## src/rtl/regfile_wb_ctrl_pkg.sv

```systemverilog
// Shared types and constants for the register-file writeback controller.
// State encoding, register count and address width live here.
package regfile_wb_ctrl_pkg;
  localparam int REG_COUNT = 32;
  localparam int ADDR_W    = 5;
  localparam logic [ADDR_W-1:0] LAST_REG = ADDR_W'(REG_COUNT - 1);

  typedef enum logic {
    IDLE  = 1'b0,
    CLEAR = 1'b1
  } state_e;
endpackage

```

## src/rtl/regfile_wb_ctrl_if.sv

```systemverilog
// Writeback bus: two requesters (ALU, load), clear control and the
// register-file write port.
interface regfile_wb_ctrl_if #(parameter int N = 32);
  import regfile_wb_ctrl_pkg::*;

  logic              a_valid_i;
  logic [ADDR_W-1:0] a_addr_i;
  logic [N-1:0]      a_data_i;
  logic              a_ready_o;
  logic              b_valid_i;
  logic [ADDR_W-1:0] b_addr_i;
  logic [N-1:0]      b_data_i;
  logic              b_ready_o;
  logic              clear_i;
  logic              Reg_Write_o;
  logic [ADDR_W-1:0] Write_Register_o;
  logic [N-1:0]      Write_Data_o;
  logic              busy_o;
  logic              done_o;

  modport master (
    output a_valid_i, a_addr_i, a_data_i, b_valid_i, b_addr_i, b_data_i, clear_i,
    input  a_ready_o, b_ready_o, Reg_Write_o, Write_Register_o, Write_Data_o, busy_o, done_o
  );

  modport slave (
    input  a_valid_i, a_addr_i, a_data_i, b_valid_i, b_addr_i, b_data_i, clear_i,
    output a_ready_o, b_ready_o, Reg_Write_o, Write_Register_o, Write_Data_o, busy_o, done_o
  );
endinterface

```

## src/rtl/regfile_rr_arb2.sv

```systemverilog
// Two-way round-robin arbiter; the pointer only moves on a granted tie,
// so lone requests never disturb fairness between the two.
module regfile_rr_arb2 (
  input  logic       clk,
  input  logic       reset,
  input  logic       en,
  input  logic       upd_en,
  input  logic [1:0] valid,
  output logic [1:0] ready
);
  logic ptr_b;  // set: next tie goes to requester 1 (B)

  always_ff @(posedge clk) begin
    if (reset)                 ptr_b <= 1'b0;
    else if (upd_en && &valid) ptr_b <= ~ptr_b;
  end

  always_comb begin
    ready = '0;
    if (en) begin
      if (&valid) ready = ptr_b ? 2'b10 : 2'b01;
      else        ready = valid;
    end
  end
endmodule

```

## src/rtl/regfile_wb_ctrl.sv

```systemverilog
// Writeback controller: arbitrates ALU/load writebacks onto the register
// file write port and runs a zero-fill sweep of registers 1..31 on request.
module regfile_wb_ctrl
  import regfile_wb_ctrl_pkg::*;
#(
  parameter int N = 32
) (
  input logic              clk,
  input logic              reset,
  regfile_wb_ctrl_if.slave bus
);
  state_e            state, state_nx;
  logic [ADDR_W-1:0] cnt, cnt_nx;
  logic              wr_q, wr_nx;
  logic [ADDR_W-1:0] waddr_q, waddr_nx;
  logic [N-1:0]      wdata_q, wdata_nx;
  logic              done_q, done_nx;
  logic              arb_en;
  logic [1:0]        ready;

  // A pending clear outranks both requesters in the cycle it is seen.
  assign arb_en = ~reset & (state == IDLE) & ~bus.clear_i;

  regfile_rr_arb2 u_arb (
    .clk    (clk),
    .reset  (reset),
    .en     (arb_en),
    .upd_en (arb_en),
    .valid  ({bus.b_valid_i, bus.a_valid_i}),
    .ready  (ready)
  );

  always_ff @(posedge clk) begin
    if (reset) begin
      state   <= IDLE;
      cnt     <= '0;
      wr_q    <= 1'b0;
      waddr_q <= '0;
      wdata_q <= '0;
      done_q  <= 1'b0;
    end else begin
      state   <= state_nx;
      cnt     <= cnt_nx;
      wr_q    <= wr_nx;
      waddr_q <= waddr_nx;
      wdata_q <= wdata_nx;
      done_q  <= done_nx;
    end
  end

  always_comb begin
    state_nx = state;
    cnt_nx   = cnt;
    wr_nx    = 1'b0;
    waddr_nx = waddr_q;
    wdata_nx = wdata_q;
    done_nx  = 1'b0;
    case (state)
      IDLE: begin
        if (bus.clear_i) begin
          state_nx = CLEAR;
          cnt_nx   = ADDR_W'(1);
          wr_nx    = 1'b1;
          waddr_nx = ADDR_W'(1);
          wdata_nx = '0;
        end else if (ready[0]) begin
          wr_nx    = |bus.a_addr_i;  // x0 is hardwired; drop the write strobe
          waddr_nx = bus.a_addr_i;
          wdata_nx = bus.a_data_i;
        end else if (ready[1]) begin
          wr_nx    = |bus.b_addr_i;
          waddr_nx = bus.b_addr_i;
          wdata_nx = bus.b_data_i;
        end
      end
      CLEAR: begin
        // cnt tracks the register currently on the write port
        if (cnt == LAST_REG) begin
          state_nx = IDLE;
          done_nx  = 1'b1;
        end else begin
          cnt_nx   = cnt + 1'b1;
          wr_nx    = 1'b1;
          waddr_nx = cnt_nx;
          wdata_nx = '0;
        end
      end
      default: state_nx = IDLE;
    endcase
  end

  assign bus.a_ready_o        = ready[0];
  assign bus.b_ready_o        = ready[1];
  assign bus.Reg_Write_o      = wr_q;
  assign bus.Write_Register_o = waddr_q;
  assign bus.Write_Data_o     = wdata_q;
  assign bus.busy_o           = (state == CLEAR);
  assign bus.done_o           = done_q;
endmodule

```

## src/flat_wrapper.sv

```systemverilog
// flat-port wrapper written by rule: the top's interface ports become plain ports
module regfile_wb_ctrl_flat import regfile_wb_ctrl_pkg::*;
#(
  parameter int N = 32
)
  (clk, reset, bus_a_valid_i, bus_a_addr_i, bus_a_data_i, bus_b_valid_i, bus_b_addr_i, bus_b_data_i, bus_clear_i, bus_a_ready_o, bus_b_ready_o, bus_Reg_Write_o, bus_Write_Register_o, bus_Write_Data_o, bus_busy_o, bus_done_o);
  regfile_wb_ctrl_if #(.N(N)) bus_i ();
  input logic clk;
  input logic reset;
  input wire logic [$bits(bus_i.a_valid_i)-1:0] bus_a_valid_i;
  input wire logic [$bits(bus_i.a_addr_i)-1:0] bus_a_addr_i;
  input wire logic [$bits(bus_i.a_data_i)-1:0] bus_a_data_i;
  input wire logic [$bits(bus_i.b_valid_i)-1:0] bus_b_valid_i;
  input wire logic [$bits(bus_i.b_addr_i)-1:0] bus_b_addr_i;
  input wire logic [$bits(bus_i.b_data_i)-1:0] bus_b_data_i;
  input wire logic [$bits(bus_i.clear_i)-1:0] bus_clear_i;
  output wire logic [$bits(bus_i.a_ready_o)-1:0] bus_a_ready_o;
  output wire logic [$bits(bus_i.b_ready_o)-1:0] bus_b_ready_o;
  output wire logic [$bits(bus_i.Reg_Write_o)-1:0] bus_Reg_Write_o;
  output wire logic [$bits(bus_i.Write_Register_o)-1:0] bus_Write_Register_o;
  output wire logic [$bits(bus_i.Write_Data_o)-1:0] bus_Write_Data_o;
  output wire logic [$bits(bus_i.busy_o)-1:0] bus_busy_o;
  output wire logic [$bits(bus_i.done_o)-1:0] bus_done_o;
  assign bus_i.a_valid_i = bus_a_valid_i;
  assign bus_i.a_addr_i = bus_a_addr_i;
  assign bus_i.a_data_i = bus_a_data_i;
  assign bus_i.b_valid_i = bus_b_valid_i;
  assign bus_i.b_addr_i = bus_b_addr_i;
  assign bus_i.b_data_i = bus_b_data_i;
  assign bus_i.clear_i = bus_clear_i;
  assign bus_a_ready_o = bus_i.a_ready_o;
  assign bus_b_ready_o = bus_i.b_ready_o;
  assign bus_Reg_Write_o = bus_i.Reg_Write_o;
  assign bus_Write_Register_o = bus_i.Write_Register_o;
  assign bus_Write_Data_o = bus_i.Write_Data_o;
  assign bus_busy_o = bus_i.busy_o;
  assign bus_done_o = bus_i.done_o;
  regfile_wb_ctrl #(.N(N)) u_core (.clk(clk), .reset(reset), .bus(bus_i));
endmodule
```

## config.mk

```make
export PLATFORM = sky130hd
export DESIGN_NAME = regfile_wb_ctrl_flat
export DESIGN_NICKNAME = d
export VERILOG_FILES = /design/src/rtl/regfile_wb_ctrl_pkg.sv /design/src/rtl/regfile_wb_ctrl_if.sv /design/src/rtl/regfile_rr_arb2.sv /design/src/rtl/regfile_wb_ctrl.sv /design/src/flat_wrapper.sv
export SDC_FILE = /design/constraint.sdc
export NUM_CORES = 1
export LEC_CHECK = 0
export ABC_AREA = 1
export BUFFER_PORTS_ARGS = -buffer_cell sky130_fd_sc_hd__buf_2
export CAP_MARGIN = 20
export CORE_MARGIN = 2
export CORE_UTILIZATION = 43
export CTS_BUF_LIST = sky130_fd_sc_hd__clkbuf_8 sky130_fd_sc_hd__clkbuf_16
export CTS_CLUSTER_SIZE = 14
export DETAILED_ROUTE_END_ITERATION = 16
export HOLD_SLACK_MARGIN = 0.12
export PLACE_DENSITY = 0.79
export SLEW_MARGIN = 20
export SYNTH_ARGS = -nofsm -noshare
export SYNTH_HDL_FRONTEND = slang
export SYNTH_SLANG_ARGS = --single-unit
```

## constraint.sdc

```tcl
create_clock -name clk -period 1.6 [get_ports clk]
set_input_delay 0.24 -clock clk [delete_from_list [all_inputs] [get_ports clk]]
set_output_delay 0.24 -clock clk [all_outputs]
set_load 0.01 [all_outputs]
```

==> results of run 1 <==
==> final cells by class <==
type	count	area, um^2
inverter	81	304
fill	596	2480
sequential	46	927
clock inverter	2	8.76
multi-input combinational	329	1460
clock buffer	6	82.6
timing repair buffer	147	922
tap	77	96.3
==> power breakdown <==
group | leakage, nW | switching (mW) | internal [mW]
clock | 0.0524 | 0.367 | 0.342
combinational | 1.91 | 0.396 | 0.333
sequential | 0.380 | 0.0478 | 1.23
==> sequential cells by signal (all words and copies together), names as in the netlist <==
signal / flops
u_core.u_arb.ptr_b: 1
u_core.bus.done_o: 1
u_core.bus.Write_Data_o: 32
u_core.cnt: 5
u_core.bus.Reg_Write_o: 1
u_core.bus.busy_o: 1
u_core.bus.Write_Register_o: 5
==> stage by stage <==
stage / std cells / setup TNS (ns) / setup WS (ns) / cell area [um^2] / power (mW)
2_1_floorplan: 478 / -0.0172 / -0.000611 / 2750 / 1.69
3_3_place_gp: 671 / 0 / 0.00970 / 3510 / 1.94
3_5_place_dp: 671 / -0.362 / -0.0360 / 3510 / 1.96
4_1_cts: 686 / 0 / 0.0114 / 3700 / 2.71
5_1_grt: 688 / -4.97 / -0.163 / 3800 / 2.89
6_report: 688 / -1.20 / -0.0743 / 3800 / 2.71
==> worst max-delay path, stage by stage (launching register included) <==
cell,delay (ns)
dfxtp_2,0.36
ha_4,0.13
nand2_1,0.05
nor2_1,0.17
ha_2,0.23
nand2_2,0.06
inv_2,0.07
nor2_4,0.05
buf_6,0.14
buf_12,0.13
nand2_4,0.05
nand2_2,0.05
nor2_2,0.11
==> layout by cell type (no fill, tap or decap), types with 6 or more instances in the layout <==
| cell | instances |
|---|---|
| nand2_1 | 159 |
| buf_2 | 120 |
| nor2_1 | 82 |
| inv_1 | 79 |
| nand3_1 | 45 |
| dfxtp_1 | 43 |
| buf_4 | 17 |
| nand2_2 | 10 |
| nor2_2 | 9 |
| a21oi_1 | 7 |
| clkbuf_8 | 6 |
==> repair_timing <==
action / 4_1_cts / 5_1_grt
pin swaps: 3 / 9
setup buffers: 5 / 2
resized for setup: 9 / 24
hold buffers: 0 / 0
endpoints found under the setup margin: 31 / 42
gates cloned: 2 / 1
==> cells by family after synthesis <==
kind of cell               share of synthesized area
AOI/OAI and AO/OA                             0.0292
and+or+nand+nor                                0.462
DFF                                            0.335
adders and majority gates                    0.00911
xor gates and xnor gates                     0.00319
buffers and inverters                          0.161
==> final timing paths <==
check / from / to / slack, ns / cells after the start
worst max-delay path: u_core.cnt[1] / u_core.bus.Write_Data_o[12] / -0.07 / 12
worst min-delay path: reset / u_core.bus.busy_o / 0.23 / 2
worst max register to register: u_core.cnt[1] / u_core.bus.Write_Data_o[12] / -0.07 / 12
worst min register to register: u_core.bus.Write_Data_o[13] / u_core.bus.Write_Data_o[13] / 0.48 / 2
==> per-layer routing <==
layer / share of wire / up-vias / track usage
li1: - / 1662 / -
met1: 0.41 / 1359 / 0.250
met2: 0.52 / 80 / 0.380
met3: 0.052 / 11 / 0.0376
met4: 0.015 / 0 / 0.0630
met5: 0 / - / 0
==> flow_summary.json, run 1 <==
{
  "tightest_slew_ns": 0.421,
  "syn_area_per_cell_um2": 5.75,
  "nNetsFinal": 691,
  "worstPathRequired_ns": 1.83,
  "rsz0062_at_grt": "yes",
  "wire_per_inst_um": 10.6,
  "grt_pass1_vias": 2894,
  "synth_common_cells": "nand2_1 (169), nor2_1 (90), inv_1 (79), dfxtp_1 (46), nand3_1 (45)",
  "synth.most_common_cell": "nand2_1",
  "clock_latency_ns": 0.30,
  "clock_path_buffers": 2,
  "violations": "negative setup slack",
  "slew_headroom": 0.719,
  "setup_slack_ns": -0.0743,
  "start_util": 0.438,
  "fmax_mhz": 597,
  "clock_sinks": 46,
  "drv_cap": 0,
  "grt_overflow": 0,
  "async_flop_share": 0,
  "arrival_ns": 1.90,
  "gp_congestion": 0.920,
  "worst_hold_slack_ns": 0.232,
  "fin_crit_sh": 1.05,
  "io_pins": 121,
  "ant_nets": 0,
  "die_w_um": 83.9,
  "ys_seq_elements": 46,
  "slew_viol_final": 0,
  "synthTopCellsByArea": "dfxtp_1 (34%), nand2_1 (23%), nor2_1 (12%)",
  "final_hold_viol_count": 0,
  "numPortBuffers": 120,
  "grt_pass1_wl_mm": 12.4,
  "end_kind": "flip-flop",
  "design.core.area_um2": 6280,
  "synthCells": 478,
  "clk_pin_slew_worst_paths_ns": 0.09,
  "cts_root_buf": "clkbuf_8",
  "htree_levels": 2,
  "synth_fp_nets": 559,
  "crit_fanout": 6,
  "setup_viol": 32,
  "synth_ff_type": "dfxtp_1",
  "drive_gt1_frac": 0.308,
  "yosys_warnings": 0,
  "cts_tree": "done",
  "die_y_um": 83.9,
  "antenna_found_initial": 0,
  "hold_class": "input port to flip-flop",
  "ys_types": 23,
  "syn-cell-area_um2": 2750,
  "outcome": "finished, violations left",
  "ir_drop_v": 0.000552,
  "vias": 3112,
  "ys_seq_area_frac": 0.335,
  "area_growth_pct": 38.4,
  "period_minus_slack_ns": 1.67,
  "p_per_area_nw_per_um2": 714,
  "grt.total_usage": 0.209,
  "cts-buffers-inserted": 5,
  "postLayoutCoreUtil": 0.605,
  "grt_max_degree": 37,
  "critPathLaunchType": "flip-flop",
  "synth_top_cell_area_share": 0.335,
  "dr.pass1.iters": 5,
  "yosysTopAreaCell": "dfxtp_1",
  "drc": 0,
  "wirelength_mm": 7.33,
  "rows": 29,
  "antenna_cells": 0,
  "path_class": "flip-flop to flip-flop",
  "dp_hpwl_mm": 5.26,
  "die_area_um2": 7040,
  "synth-edff-count": 0,
  "cellLeakagePower_nw": 2.35,
  "vias_per_cell": 4.52,
  "drtIter0Drc": 108,
  "skew_ns": 0.0142
}
Power figures use the tool's default switching activity.
==> run 2, diff against run 1 <==
- SKIP_CTS_REPAIR_TIMING: unset -> 1
==> flow_summary.json, run 2 (same netlist as run 1, synthesis figures left out) <==
{
  "grt_max_degree": 37,
  "area_growth_pct": 42.2,
  "die_w_um": 83.9,
  "hp-start": "reset",
  "antenna_cells": 0,
  "cts-buffers-inserted": 5,
  "slew_viol_final": 0,
  "final.setup.tns_ns": -1.05,
  "regToRegStartpoint": "u_core.cnt[0]",
  "rsz0062_at_grt": "yes",
  "path_cells": "ha_4 -> nand2_1 -> nor2_1 -> ha_2 -> nand2_2 -> inv_2 -> nor2_4 -> buf_6 -> clkbuf_16 -> nand2_1 -> nand2_1 -> nor2_1",
  "wire_per_inst_um": 10.8,
  "clock_latency_ns": 0.29,
  "clock_path_buffers": 2,
  "setup_slack_ns": -0.0786,
  "p_int_mw": 1.93,
  "drtIter0Drc": 158,
  "switching_power_mw": 0.829,
  "violations": "negative setup slack",
  "crit_top_cell": "nand2_1",
  "htree_levels": 2,
  "fin_crit_sh": 1.05,
  "crit_slowest_cell": "dfxtp_2",
  "dr.pass1.iters": 4,
  "crit_buf_inv": 3,
  "die_y_um": 83.9,
  "largest_reg_flops": 32,
  "cts_tree": "done",
  "nFillCells": 583,
  "numPortBuffers": 120,
  "hold_depth": 2,
  "nNetsFinal": 695,
  "wirelength_mm": 7.50,
  "post-place-cells": 671,
  "final_hold_viol_count": 0,
  "max_stage_delay_ns": 0.36,
  "cellLeakagePower_nw": 2.38,
  "seq_area_um2": 925,
  "clkPwrFrac": 0.256,
  "startpoint": "u_core.cnt[0]",
  "path_depth": 12,
  "drc": 0,
  "final_cell_mix": "nand2_1 (154), buf_2 (120), inv_1 (79), nor2_1 (76), nand3_1 (45)",
  "arrival_ns": 1.90,
  "rr_worst_depth": 12,
  "setup_viol": 30,
  "drv_cap": 0,
  "vias_per_cell": 4.54,
  "end_kind": "flip-flop",
  "tightest_slew_ns": 0.409,
  "total_power_mw": 2.76,
  "crit_fanout": 9,
  "grt_pass1_wl_mm": 11.7,
  "critPathLaunchType": "flip-flop",
  "swShare": 0.300,
  "gp_congestion": 0.920,
  "antenna_found_initial": 0,
  "p_per_area_nw_per_um2": 707,
  "skew_ns": 0.00923,
  "grt.total_usage": 0.198,
  "dp_hpwl_mm": 5.26,
  "ir_drop_v": 0.000541,
  "rows": 29,
  "fmax_mhz": 596,
  "seqPwrFrac": 0.463,
  "multi_input_area_um2": 1500,
  "cts_root_buf": "clkbuf_8",
  "worstPathRequired_ns": 1.82,
  "outcome": "finished, violations left",
  "clock_sinks": 46,
  "final_cells": 692,
  "clk_pin_slew_worst_paths_ns": 0.08,
  "drive_gt1_frac": 0.330,
  "finalInstanceArea_um2": 3910,
  "die_area_um2": 7040,
  "hold_class": "input port to flip-flop",
  "post_dp_cell_area_um2": 3510,
  "design.core.area_um2": 6280,
  "path_class": "flip-flop to flip-flop",
  "start_util": 0.438,
  "critPathTopFamily": "simple AND/OR/NAND/NOR gates",
  "grt_pass1_vias": 2763,
  "ant_nets": 0,
  "vias": 3139,
  "period_minus_slack_ns": 1.68,
  "mostFrequentLayoutCell": "nand2_1",
  "io_pins": 121,
  "slew_headroom": 0.727,
  "power_frac_comb": 0.281,
  "grt_overflow": 0
}
run 2: cell types whose count changed in the layout (fill, tap and decap cells not counted), moves of 2 or more:
cell       previous run  this run
nand2_1             159       154
nand2_2              10        14
buf_12                4         6
nor2_1               82        76
buf_16                2         0
nor2_2                9        14
clkbuf_16             1         4
run 2: final cells by class:
| class | instances | share of cell area |
|---|---|---|
| multi-input cells | 329 | 0.383 |
| repair buffers | 151 | 0.254 |
| flip-flops and latches | 46 | 0.237 |
| inverters | 81 | 0.0778 |
| well taps | 77 | 0.0247 |
| clock buffers | 6 | 0.0211 |
| clock inverters | 2 | 0.00224 |
run 2: path summary, 6_finish.rpt:
check	end	slack, ns
max	u_core.bus.Write_Data_o[27]	-0.08
min	u_core.cnt[2]	0.24
min reg2reg	u_core.bus.Write_Data_o[16]	0.48
max reg2reg	u_core.bus.Write_Data_o[27]	-0.08
run 2: power groups by stage:
stage / combinational [mW] / clock (mW) / sequential [mW]
6_report: 0.775 / 0.708 / 1.28
5_1_grt: 0.871 / 0.774 / 1.29
4_1_cts: 0.667 / 0.735 / 1.27
3_5_place_dp: 0.664 / 0 / 1.30
3_3_place_gp: 0.650 / 0 / 1.29
2_1_floorplan: 0.364 / 0 / 1.33
run 2: per-layer routing:
metal / up-vias / global-route usage / wire length (um)
met4: 0 / 0.0572 / 87
met3: 9 / 0.0376 / 334
met1: 1380 / 0.239 / 3210
met5: - / 0 / 0
li1: 1672 / - / -
met2: 78 / 0.356 / 3870
run 2: stage by stage:
step / utilization / hold WS, ns / worst slack (ns)
2_1_floorplan: - / 0.420 / -0.000611
3_3_place_gp: 0.559 / 0.454 / 0.00970
3_5_place_dp: 0.559 / 0.466 / -0.0360
4_1_cts: 0.573 / 0.234 / -0.163
5_1_grt: 0.622 / 0.235 / -0.161
6_report: 0.622 / 0.243 / -0.0786
==> run 3, diff against run 2 <==
- PLACE_DENSITY: 0.79 -> unset
- PLACE_DENSITY_LB_ADDON: unset -> 0.15
- TNS_END_PERCENT: unset -> 30
==> flow_summary.json, run 3 (same netlist as run 1, synthesis figures left out) <==
{
  "hold_class": "input port to flip-flop",
  "drive_gt1_frac": 0.326,
  "antenna_found_initial": 0,
  "period_minus_slack_ns": 1.59,
  "critPathTopFamily": "simple AND/OR/NAND/NOR gates",
  "cts_root_buf": "clkbuf_8",
  "end_kind": "flip-flop",
  "tightest_slew_ns": 0.441,
  "largest_reg_flops": 32,
  "slew_viol_final": 0,
  "hold-path-endpoint": "u_core.bus.Write_Data_o[20]",
  "start_util": 0.438,
  "path_class": "flip-flop to flip-flop",
  "path_cells": "ha_4 -> nand2_2 -> nor2_2 -> ha_2 -> nand2_2 -> inv_2 -> nor2_4 -> buf_8 -> clkbuf_16 -> nand2_4 -> nand2_2 -> nor2_1",
  "antenna_cells": 0,
  "outcome": "complete, no violations",
  "gp_congestion": 0.855,
  "clock_sinks": 46,
  "clock_latency_ns": 0.29,
  "rr_worst_depth": 12,
  "worstPathRequired_ns": 1.83,
  "ir_drop_v": 0.000420,
  "reg2reg_slack_ns": 0.01,
  "numPortBuffers": 120,
  "p_per_area_nw_per_um2": 708,
  "skew_ns": 0.00993,
  "area_growth_pct": 42.5,
  "clk_pin_slew_worst_paths_ns": 0.08,
  "grt_pass1_vias": 2700,
  "nNetsFinal": 693,
  "ant_nets": 0,
  "post_dp_cell_area_um2": 3460,
  "mostFrequentLayoutCell": "nand2_1",
  "final.setup.tns_ns": 0,
  "die_y_um": 83.9,
  "setup_viol": 0,
  "final_hold_viol_count": 0,
  "finalInstanceArea_um2": 3910,
  "critPathLaunchType": "flip-flop",
  "rows": 29,
  "hold_depth": 5,
  "grt_max_degree": 41,
  "grt.total_usage": 0.197,
  "drc": 0,
  "die_w_um": 83.9,
  "vias": 3149,
  "htree_levels": 2,
  "io_pins": 121,
  "max_stage_delay_ns": 0.36,
  "drv_cap": 0,
  "regToRegStartpoint": "u_core.cnt[1]",
  "fmax_mhz": 630,
  "vias_per_cell": 4.56,
  "arrival_ns": 1.82,
  "dp_hpwl_mm": 5.20,
  "crit_slowest_cell": "dfxtp_2",
  "crit_buf_inv": 3,
  "crit_fanout": 5,
  "hp-start": "bus_b_data_i[20]",
  "postLayoutCoreUtil": 0.623,
  "clock_path_buffers": 2,
  "slew_headroom": 0.706,
  "cts_tree": "done",
  "r2r-end": "u_core.bus.Write_Data_o[1]",
  "fin_crit_sh": 0.992,
  "drtIter0Drc": 111,
  "cts-buffers-inserted": 5,
  "total_power_mw": 2.77,
  "final_cell_mix": "nand2_1 (153), buf_2 (120), inv_1 (79), nor2_1 (79), nand3_1 (45)",
  "crit_top_cell": "nand2_2",
  "grt_pass1_wl_mm": 11.6,
  "design.core.area_um2": 6280,
  "grt_overflow": 0,
  "dr.pass1.iters": 5,
  "cellLeakagePower_nw": 2.38,
  "wire_per_inst_um": 11.2,
  "rsz0062_at_grt": "yes",
  "die_area_um2": 7040,
  "wirelength_mm": 7.75
}
[run 3: final cells by class]
| cell class | instances | area [um^2] |
|---|---|---|
| Fill cell | 632 | 2360 |
| Multi-Input combinational cell | 329 | 1510 |
| Timing Repair Buffer | 149 | 992 |
| Sequential cell | 46 | 925 |
| Inverter | 81 | 304 |
| Tap cell | 77 | 96.3 |
| Clock buffer | 6 | 82.6 |
| Clock inverter | 2 | 8.76 |
[run 3: worst max-delay path by stage]
stage                                  from  cells past startpoint                     endpoint
final                         u_core.cnt[1]                     12   u_core.bus.Write_Data_o[1]
after global routing          u_core.cnt[1]                     12   u_core.bus.Write_Data_o[1]
after CTS                 u_core.bus.busy_o                      5                bus_a_ready_o
after detailed placement      u_core.cnt[0]                     11   u_core.bus.Write_Data_o[3]
after global placement        u_core.cnt[0]                     11   u_core.bus.Write_Data_o[0]
after floorplan               u_core.cnt[0]                     11  u_core.bus.Write_Data_o[11]
[run 3: per-layer routing]
metal,share of wire,vias up,track usage
li1,-,1676,-
met1,0.43,1372,0.235
met2,0.50,87,0.355
met3,0.046,14,0.0406
met4,0.021,0,0.0601
met5,0,-,0
[run 3: power breakdown]
| part | switching, mW | internal, mW | leakage, nW |
|---|---|---|---|
| combinational | 0.420 | 0.364 | 1.95 |
| clock | 0.367 | 0.342 | 0.0524 |
| sequential | 0.0484 | 1.23 | 0.380 |
[run 3: through the flow]
stage          setup slack, ns  hold slack, ns  std cells
2_1_floorplan        -0.000611           0.420        478
3_3_place_gp            0.0114           0.452        667
3_5_place_dp           -0.0470           0.456        667
4_1_cts                -0.0664           0.238        675
5_1_grt                 -0.101           0.275        690
6_report                0.0134           0.255        690
[run 3: worst register-to-register path: cells and delay by family, from the launching register on]
kind	cells	cell delay [ns]
AND/OR/NAND/NOR	7	0.44
buffers and inverters	3	0.39
flip-flops	1	0.36
adder cells (fa/ha/maj)	2	0.33
